**src/rtl/gesture_uart_reporter.sv**
```systemverilog
// Gesture event FIFO feeding an 8N1 UART packet transmitter.
// Define GESTURE_REPORT_CHECKSUM_EN to append an XOR checksum byte to each packet.
module gesture_uart_reporter #(
    parameter int CLK_FREQ_HZ = 12000000,
    parameter int BAUD        = 115200,
    parameter int FIFO_DEPTH  = 4
) (
    input  logic                          clk,
    input  logic                          rst,
    input  logic [1:0]                    gesture,
    input  logic                          gesture_valid,
    input  logic [3:0]                    gesture_confidence,
    output logic                          uart_tx,
    output logic                          tx_busy,
    output logic [$clog2(FIFO_DEPTH):0]   fifo_level,
    output logic [7:0]                    drop_count
);

    // state | meaning
    // IDLE  | line high, pops the FIFO head when one is queued
    // START | start bit (low) for one bit period
    // DATA  | eight data bits, LSB first
    // STOP  | stop bit (high); then next byte or back to IDLE

    localparam int CLKS_PER_BIT = CLK_FREQ_HZ / BAUD;
    localparam int CNT_W        = (CLKS_PER_BIT > 1) ? $clog2(CLKS_PER_BIT) : 1;
    localparam int AW           = (FIFO_DEPTH > 1) ? $clog2(FIFO_DEPTH) : 1;
    localparam int LW           = AW + 1;
`ifdef GESTURE_REPORT_CHECKSUM_EN
    localparam int NUM_BYTES    = 3;
`else
    localparam int NUM_BYTES    = 2;
`endif

    localparam logic [LW-1:0]    LEVEL_FULL = LW'(FIFO_DEPTH);
    localparam logic [CNT_W-1:0] BAUD_LAST  = CNT_W'(CLKS_PER_BIT - 1);
    localparam logic [1:0]       BYTE_LAST  = 2'(NUM_BYTES - 1);

    localparam logic [1:0] ST_IDLE  = 2'd0;
    localparam logic [1:0] ST_START = 2'd1;
    localparam logic [1:0] ST_DATA  = 2'd2;
    localparam logic [1:0] ST_STOP  = 2'd3;

    logic [5:0]       mem [FIFO_DEPTH];
    logic [AW-1:0]    wr_ptr;
    logic [AW-1:0]    rd_ptr;
    logic [LW-1:0]    level;
    logic [7:0]       drops;
    logic [5:0]       head;
    logic             fifo_empty;
    logic             fifo_full;
    logic             pop;
    logic             push;
    logic             drop;

    logic [1:0]       state;
    logic             tx_q;
    logic [CNT_W-1:0] baud_cnt;
    logic [2:0]       bit_idx;
    logic [1:0]       byte_idx;
    logic [3:0]       seq;
    logic [7:0]       shift;
    logic [3:0]       pkt_conf;
    logic [7:0]       byte1;
    logic [7:0]       next_byte;
    logic             baud_done;
`ifdef GESTURE_REPORT_CHECKSUM_EN
    logic [1:0]       pkt_gesture;
    logic [7:0]       byte0;
`endif

    assign fifo_empty = (level == '0);
    assign fifo_full  = (level == LEVEL_FULL);
    assign pop        = (state == ST_IDLE) && !fifo_empty;
    // A push into a full FIFO survives when the head leaves on the same edge.
    assign push       = gesture_valid && (!fifo_full || pop);
    assign drop       = gesture_valid && fifo_full && !pop;
    assign head       = mem[rd_ptr];

    always_ff @(posedge clk) begin
        if (push) begin
            mem[wr_ptr] <= {gesture, gesture_confidence};
        end
    end

    always_ff @(posedge clk) begin
        if (rst) begin
            wr_ptr <= '0;
            rd_ptr <= '0;
            level  <= '0;
            drops  <= '0;
        end else begin
            if (push) begin
                wr_ptr <= wr_ptr + AW'(1);
            end
            if (pop) begin
                rd_ptr <= rd_ptr + AW'(1);
            end
            case ({push, pop})
                2'b10:   level <= level + LW'(1);
                2'b01:   level <= level - LW'(1);
                default: level <= level;
            endcase
            if (drop && (drops != 8'hFF)) begin
                drops <= drops + 8'd1;
            end
        end
    end

    assign byte1     = {pkt_conf, seq};
    assign baud_done = (baud_cnt == BAUD_LAST);

`ifdef GESTURE_REPORT_CHECKSUM_EN
    assign byte0 = {4'hA, 2'b00, pkt_gesture};

    always_comb begin
        next_byte = byte1;
        if (byte_idx != 2'd0) begin
            next_byte = byte0 ^ byte1;
        end
    end
`else
    always_comb begin
        next_byte = byte1;
    end
`endif

    always_ff @(posedge clk) begin
        if (rst) begin
            state    <= ST_IDLE;
            tx_q     <= 1'b1;
            baud_cnt <= '0;
            bit_idx  <= '0;
            byte_idx <= '0;
            seq      <= '0;
            shift    <= '0;
            pkt_conf <= '0;
`ifdef GESTURE_REPORT_CHECKSUM_EN
            pkt_gesture <= '0;
`endif
        end else begin
            case (state)
                ST_IDLE: begin
                    tx_q <= 1'b1;
                    if (!fifo_empty) begin
                        pkt_conf <= head[3:0];
`ifdef GESTURE_REPORT_CHECKSUM_EN
                        pkt_gesture <= head[5:4];
`endif
                        shift    <= {4'hA, 2'b00, head[5:4]};
                        byte_idx <= '0;
                        baud_cnt <= '0;
                        tx_q     <= 1'b0;
                        state    <= ST_START;
                    end
                end
                ST_START: begin
                    if (baud_done) begin
                        baud_cnt <= '0;
                        bit_idx  <= '0;
                        tx_q     <= shift[0];
                        state    <= ST_DATA;
                    end else begin
                        baud_cnt <= baud_cnt + CNT_W'(1);
                    end
                end
                ST_DATA: begin
                    if (baud_done) begin
                        baud_cnt <= '0;
                        if (bit_idx == 3'd7) begin
                            tx_q  <= 1'b1;
                            state <= ST_STOP;
                        end else begin
                            bit_idx <= bit_idx + 3'd1;
                            tx_q    <= shift[1];
                            shift   <= {1'b0, shift[7:1]};
                        end
                    end else begin
                        baud_cnt <= baud_cnt + CNT_W'(1);
                    end
                end
                ST_STOP: begin
                    if (baud_done) begin
                        baud_cnt <= '0;
                        if (byte_idx == BYTE_LAST) begin
                            seq   <= seq + 4'd1;
                            tx_q  <= 1'b1;
                            state <= ST_IDLE;
                        end else begin
                            byte_idx <= byte_idx + 2'd1;
                            shift    <= next_byte;
                            tx_q     <= 1'b0;
                            state    <= ST_START;
                        end
                    end else begin
                        baud_cnt <= baud_cnt + CNT_W'(1);
                    end
                end
                default: begin
                    tx_q  <= 1'b1;
                    state <= ST_IDLE;
                end
            endcase
        end
    end

    assign uart_tx    = tx_q;
    assign tx_busy    = (state != ST_IDLE);
    assign fifo_level = level;
    assign drop_count = drops;

endmodule

```
**config.mk**
```make
export PLATFORM = sky130hd
export DESIGN_NAME = gesture_uart_reporter
export DESIGN_NICKNAME = d
export VERILOG_FILES = /design/src/rtl/gesture_uart_reporter.sv
export SDC_FILE = /design/constraint.sdc
export NUM_CORES = 1
export LEC_CHECK = 0
export ABC_AREA = 1
export CAP_MARGIN = 20
export CORE_ASPECT_RATIO = 0.5
export CORE_MARGIN = 4
export CORE_UTILIZATION = 63
export DETAILED_ROUTE_END_ITERATION = 10
export GPL_TIMING_DRIVEN = 0
export PLACE_DENSITY = 0.84
export SLEW_MARGIN = 15
export SYNTH_ARGS = -nofsm -noshare
export SYNTH_HDL_FRONTEND = slang
export SYNTH_SLANG_ARGS = --single-unit
```
**constraint.sdc**
```tcl
create_clock -name clk -period 6.6 [get_ports clk]
set_clock_uncertainty 0.1 [all_clocks]
set_input_delay 0.99 -clock clk [delete_from_list [all_inputs] [get_ports clk]]
set_output_delay 0.99 -clock clk [all_outputs]
set_load 0.005 [all_outputs]
```
==> results.toml <==
[run_status]
status = "complete, no violations"

[clock_network]
cts_buffer_depth = 2
path_clk_slew_ns = 0.08
cts_sinks = 72
htreeDepth = 3
clockRootBuffer = "clkbuf_8"
ctsResizeCount = 0
clk_latency_ns = 0.35
cts_buffers = 9
postCtsSetupBuffers = 0
hold_buffers = 0
cts_tree = "built"

[timing]
fin_crit_ns = 2.93
slew_headroom_pct = 59.9
hold_ws_ns = 0.374
post-route-period-util_pct = 44.4
setup_viol_count_final = 0
finalMaxSlewViolations = 0
hold_violations = 0
tightest_slew_ns = 0.599
fmax_ghz = 0.341
rsz0062_at_grt = "false"
fin_tns_setup_ns = 0

[logic_synthesis]
ys_types = 34
synth_edf_count = 24
ys_seq_area_share_pct = 48.4
synth_top_area_cell = "dfxtp_1"
ys_seq_elements = 72
synthCells = 420
synthArstFlopShare_pct = 0
synth_fp_nets = 446
synthFlopType = "dfxtp_1"
yosys_warnings = 0
synth_top_area_share_pct = 27.6
postSynthAreaPerCell_sq_um = 8.28
synth.area.top_cells = "dfxtp_1 (28%), edfxtp_1 (21%), nand2_1 (8.2%)"
synth_area_sq_um = 3480

[placed_design]
numPortBuffers = 21
placed_cell_area_sq_um = 3770
hpwlAfterDp_microns = 5020
gp_congestion = 0.847

[detailed_routing]
ant_nets = 0
dr.first_iter.drc_count = 203
wl_microns = 6870
wl_met2_microns = 3340
wl_per_cell_microns = 13.1
first_pass_iters = 5
wl_met3_microns = 409
drc = 0
route.top_layer_used = "met4"
vias = 2810
avgViaCountPerCell = 5.34
wl_met1_microns = 3070

[finish]
multi_input_area_sq_um = 1520
regArea_sq_um = 1680
post-route-cell-area_sq_um = 3940
syn2layout_area_growth_pct = 13.2
layout.nets = 478
diodes = 0
utilization_pct = 76.6
drive_gt1_share_pct = 9.65
fill_cells = 366

[floorplan]
placementRows = 18
io_pins = 22
core_area_sq_um = 5130
die_w_microns = 113
dieHeight_microns = 60.5
die-area_sq_um = 6840
start_util_pct = 67.7

[worst_setup_path]
r2r-start = "state[0]"
arrival_ns = 1.84
path_max_fanout = 6
crit_path_start_kind = "flip-flop"
rr_worst_depth = 12
worstSetupStartpoint = "state[0]"
endpoint_kind = "primary output"
path_class = "reg2out"
critical_path_required_ns = 5.51

[power]
p_per_area_nw_per_um2 = 367
leakage_nw = 1.57
ir_drop_uv = 250

[worst_hold_path]
min_from = "bit_idx[2]"
whs_path_depth = 2
hp-class = "reg2reg"

[grt]
track_usage_pct = 21.3
grt_pass1_vias = 2587
grt_remaining_overflow = 0
antenna_found_initial = 0
grt_pass1_wl_microns = 11300
grt_start_max_net_pins = 13

[job]
max-cap-violations = 0
-- synth_stat cells (3+ instances only) --
cell and number:
a31oi_1 4, nor2_2 11, o21ai_0 37, xor2_1 3, a21oi_1 30, o21bai_1 3
clkbuf_1 6, nor2_1 52, nand2_2 5, inv_2 3, inv_1 52, nor3_1 3
edfxtp_1 24, nand4_1 3, nand2_4 3, ha_1 16, nand3_1 24, dfxtp_1 48
nand2_1 76
-- state kept, by name, summed over array words and instances, names as in the netlist, named ones only --
name	cells
baud_cnt	7
bit_idx	3
byte_idx	2
drop_count	8
fifo_level	3
mem	24
pkt_conf	4
rd_ptr	2
seq	4
shift	8
state	2
uart_tx	1
wr_ptr	2
-- per-stage QoR --
step	std cells	worst slack (ns)	total power [mW]
finish	526	3.67	1.44
global route	526	3.58	1.55
CTS	526	3.64	1.45
detailed placement	511	3.58	1.15
global placement	511	3.67	1.13
floorplan	420	4.22	1.01
-- kinds of logic after synthesis --
family / count (synthesis) / synth area share (%)
adder cells (fa/ha/maj): 17 / 6.34
AND/OR/NAND/NOR: 182 / 24.3
AO/OA/AOI/OAI: 80 / 12.4
flip-flops: 72 / 48.4
buffers and inverters: 66 / 7.88
XOR/XNOR: 3 / 0.756
-- final cells by class --
cell class	instances	share of cell area (%)
inverter	57	5.47
buffer	9	1.49
clock buffer	9	3.15
tap	70	2.23
multi-input combinational	282	38.6
timing repair buffer	21	5.34
clock inverter	6	0.954
sequential	72	42.7
-- routing by layer --
layer / track usage, % / vias up
li1: - / 1425
met1: 25.0 / 1315
met2: 36.6 / 61
met3: 7.67 / 9
met4: 8.90 / 0
met5: 0 / -
-- cells in the final DEF, fill, tap and decap left out, types with 2 or more instances in the layout --
| master | n |
|---|---|
| nand4_1 | 3 |
| ha_1 | 16 |
| clkinv_1 | 2 |
| nand2_2 | 5 |
| nand3_1 | 24 |
| edfxtp_1 | 24 |
| xor2_1 | 3 |
| clkbuf_1 | 6 |
| dfxtp_1 | 48 |
| a31oi_1 | 4 |
| a22o_1 | 2 |
| clkbuf_8 | 9 |
| nor3_1 | 3 |
| inv_2 | 3 |
| nor2_8 | 2 |
| clkinvlp_4 | 2 |
| o21ai_0 | 37 |
| nand2_1 | 76 |
| nor2_2 | 11 |
| clkdlybuf4s50_1 | 21 |
| inv_1 | 52 |
| a21oi_1 | 30 |
| nand2_4 | 3 |
| o21bai_1 | 3 |
| clkinv_2 | 3 |
| nor2_1 | 52 |
-- where the power goes --
part	internal, mW	switching, mW	total, mW
clock network	0.132	0.159	0.291
registers	0.529	0.0522	0.581
logic	0.219	0.352	0.571
-- path summary, 6_finish.rpt --
check / slack [ns] / end
worst max-delay path: 3.67 / tx_busy
worst min-delay path: 0.37 / bit_idx[2]
worst max register to register: 3.90 / fifo_level[2]
worst min register to register: 0.37 / bit_idx[2]
-- critical path: stages (launching register included) --
cell             delay (ns)
dfxtp_1                0.40
inv_1                  0.11
ha_1                   0.26
inv_2                  0.19
clkdlybuf4s50_1        0.54
Note: power is estimated with default switching activity, not from simulation.
==> edit 1, RTL diff (config.mk and constraints unchanged) <==
The option `GESTURE_REPORT_CHECKSUM_EN` is turned on by a define.
--- a/src/rtl/gesture_uart_reporter.sv
+++ b/src/rtl/gesture_uart_reporter.sv
@@ -1,5 +1,7 @@
 // Gesture event FIFO feeding an 8N1 UART packet transmitter.
 // Define GESTURE_REPORT_CHECKSUM_EN to append an XOR checksum byte to each packet.
+`define GESTURE_REPORT_CHECKSUM_EN
+
 module gesture_uart_reporter #(
     parameter int CLK_FREQ_HZ = 12000000,
     parameter int BAUD        = 115200,
Formal check against the unedited RTL: same outputs for any inputs over 10 cycles, from zero or initial values and one cycle with rst high; that may be too few to reach the edited logic, so the function may still have changed.
==> edit 1 against the original RTL <==
  * Hold slack improved by 0.0050 ns
  * Cell count increased by 4.4%
  * Area after synthesis increased by 2.1%
  * Fmax increased by 1.7%
  * Sequential cell count increased by 2
  * Setup slack improved by 0.049 ns
  * Wire length increased by 7.1%
  * Design area increased by 5.3%
  * Largest power group is now combinational logic
  * Total power increased by 22%
  * Critical endpoint unchanged
==> edit 1: results (changes against the original RTL) <==
First-pass GRT wire length -> 12500 um (+11%)
Routing usage on met1 -> 26.2% (+1.2 points)
Clock slew at reported path FFs -> 0.05 ns (-0.03 ns)
# fillers -> 349 (-4.6%)
Worst skew pair latency -> 0.33 ns (-0.02 ns)
Worst rel slew slack -> 60.4% (+0.48 points)
Input/output buffers -> 20 (-4.8%)
Reg2reg setup slack -> 4.40 ns (+0.50 ns)
Share of layout cells above drive strength 1 -> 5.85% (-3.8 points)
Gpl congestion -> 0.877 (+3.6%)
Post-layout minimum cycle time -> 2.88 ns (-0.0488 ns)
Drt via density -> 5.42 (+1.5%)
Status -> complete, no violations
Post-synthesis cell type count -> 36 (+5.9%)
Drt wl/cell -> 13.4 um (+2.6%)
Router iterations before antenna repair -> 6 (+1)
Critical Path AT -> 1.79 ns (-0.05 ns)
Syn Nets -> 470 (+5.4%)
Reg2Reg Depth -> 6 (-6)
HPWL Detailed -> 5170 um (+3.0%)
Dominant cells by area after synthesis -> dfxtp_1 (28%), edfxtp_1 (20%), nand2_1 (11%)
Maximum vdd ir drop -> 0.312 mV (+25%)
Cells after DPL -> 534 (+4.5%)
Worst slack, placed -> 3.86 ns (+0.285 ns)
Nets -> 501 (+4.8%)
DRT iter0 DRCs -> 205 (+0.99%)
FF-to-FF End -> mem[1][1]
==> edit 1: changes by cell type after synthesis, sizes merged, moves of 2 or more <==
cell | before | now
inv | 55 | 51
nand2 | 84 | 108
nor3 | 3 | 1
dfxtp | 48 | 50
clkinv | 2 | 0
o21ai | 38 | 33
nand3 | 25 | 23
buf | 3 | 5
nor2 | 66 | 68
xnor2 | 0 | 5
o21bai | 3 | 0
==> edit 1: per-layer routing <==
layer / vias up / part of all wire, %
li1: 1509 / -
met1: 1366 / 44
met2: 87 / 49
met3: 15 / 5.9
met4: 0 / 1.4
met5: - / 0
==> edit 1: cell type report <==
type	instances	area (sq um)	area share, %
Inverter	51	191	4.62
Tap cell	70	87.6	2.11
Clock inverter	6	82.6	1.99
Multi-Input combinational cell	308	1580	38.2
Timing Repair Buffer	20	200	4.83
Buffer	11	52.6	1.27
Sequential cell	74	1720	41.6
Clock buffer	9	225	5.44
==> edit 1: power breakdown <==
part	switching [uW]	internal, uW
Sequential	52.0	552
Combinational	415	236
Clock	177	326
Total	644	1110
==> edit 2, RTL diff (same settings) <==
Without the edit above. Register the output `fifo_level` once more, with the module's reset; this adds one clock of latency there. The other outputs are not delayed to match.
--- a/src/rtl/gesture_uart_reporter.sv
+++ b/src/rtl/gesture_uart_reporter.sv
@@ -206,7 +206,13 @@
 
     assign uart_tx    = tx_q;
     assign tx_busy    = (state != ST_IDLE);
-    assign fifo_level = level;
+    always_ff @(posedge clk) begin
+        if (rst) begin
+            fifo_level <= '0;
+        end else begin
+            fifo_level <= level;
+        end
+    end
     assign drop_count = drops;
 
 endmodule
Function: changed (Yosys sat finds a counterexample within 4 cycles, from zero or initial values and one cycle with rst high).
==> edit 2 against the original RTL <==
  * Synthesized cell count is 4.8% higher
  * Die area is 2.5% higher
  * Wire length is 6.9% higher
  * Total power is 24% higher
  * Area after synthesis is 2.7% higher
  * Setup slack worse by 0.079 ns
  * Design area is 6.8% higher
  * Register-to-register slack better by 0.38 ns
  * Sequential cell count is 3 higher
  * Critical endpoint unchanged
  * Largest cell class unchanged
==> edit 2: results (changes against the original RTL) <==
First-pass GRT wire length -> 12100 um (+7.5%)
Multi-input gates -> 294 (+4.3%)
Status -> complete, no violations
Share of layout cells above drive strength 1 -> 10.3% (+0.62 points)
HPWL Detailed -> 4830 um (-3.8%)
Drt via density -> 5.41 (+1.2%)
Vias in the first global route -> 2713 (+4.9%)
Reg2reg setup slack -> 4.28 ns (+0.38 ns)
Clock slew at reported path FFs -> 0.06 ns (-0.02 ns)
Sw Ratio -> 36.2% (-2.9 points)
Seq/Total Area, Yosys -> 48.8% (+0.39 points)
Post-synthesis cell type count -> 32 (-5.9%)
DRT iter0 DRCs -> 219 (+7.9%)
# fillers -> 398 (+8.7%)
CLK BUF -> 12 (+3)
Fraction of area in multi-input gates -> 36.8% (-1.8 points)
Dominant cells by area after synthesis -> dfxtp_1 (29%), edfxtp_1 (20%), nand2_1 (9.5%)
Sequential share of cell area -> 41.5% (-1.3 points)
Placed cell area -> 3870 sq um (+2.6%)
Routed wl met3 -> 395 um (-3.4%)
Root Buffer -> clkbuf_16
Lkg Pwr -> 0.00173 uW (+10%)
Maximum vdd ir drop -> 0.312 mV (+25%)
Sequential share of power -> 34.1% (-6.2 points)
Total GRT Usage -> 22.9% (+1.6 points)
Critical Path AT -> 1.92 ns (+0.08 ns)
Worst rel slew slack -> 57.1% (-2.8 points)
edit 2: cell count changes in the layout (fill, tap and decap cells not counted), moves of 3 or more:
| cell | change |
|---|---|
| inv_1 | +5 |
| clkbuf_8 | -7 |
| clkbuf_16 | +9 |
| o211ai_1 | +3 |
| nor2_2 | +6 |
| nand2_1 | +14 |
| dfxtp_1 | +3 |
edit 2: worst register-to-register path: cells and delay by family, from the launching register on:
kind	cells	cell delay, ns
flip-flops	1	0.34
AND/OR/NAND/NOR	3	0.88
adder cells (fa/ha/maj)	1	0.28
buffers and inverters	2	0.34
edit 2: stage by stage:
step	hold WS (ns)	cells	total power (uW)	utilization [%]	worst slack, ns
after CTS	0.376	550	1790	76.5	3.63
final	0.376	550	1790	76.5	3.59
after detailed placement	0.366	534	1240	70.5	3.82
after global routing	0.391	550	1900	76.5	3.50
after global placement	0.353	534	1220	70.5	3.84
after floorplan	0.336	440	1090	-	4.64
edit 2: kinds of logic (layout without fill, tap and decap cells):
logic type | after synthesis | in the layout | share of synthesized area [%]
buffers and inverters | 71 | 108 | 7.92
AOI/OAI and AO/OA | 77 | 77 | 11.7
DFF | 75 | 75 | 48.8
and+or+nand+nor | 197 | 197 | 24.8
adders and majority gates | 16 | 16 | 5.82
xor gates and xnor gates | 4 | 4 | 0.981
edit 2: path summary, 6_finish.rpt:
check                     to  cells after the start       start
setup / recovery     tx_busy                      4    state[0]
setup reg to reg   mem[0][2]                      6    state[0]
hold reg to reg   bit_idx[2]                      2  bit_idx[2]
hold / removal    bit_idx[2]                      2  bit_idx[2]
edit 2: routing by layer:
layer  up-vias  global-route usage (%)
met2        70                    38.5
met1      1399                    26.9
met3        17                    8.24
met5         -                       0
li1       1488                       -
met4         0                    10.7
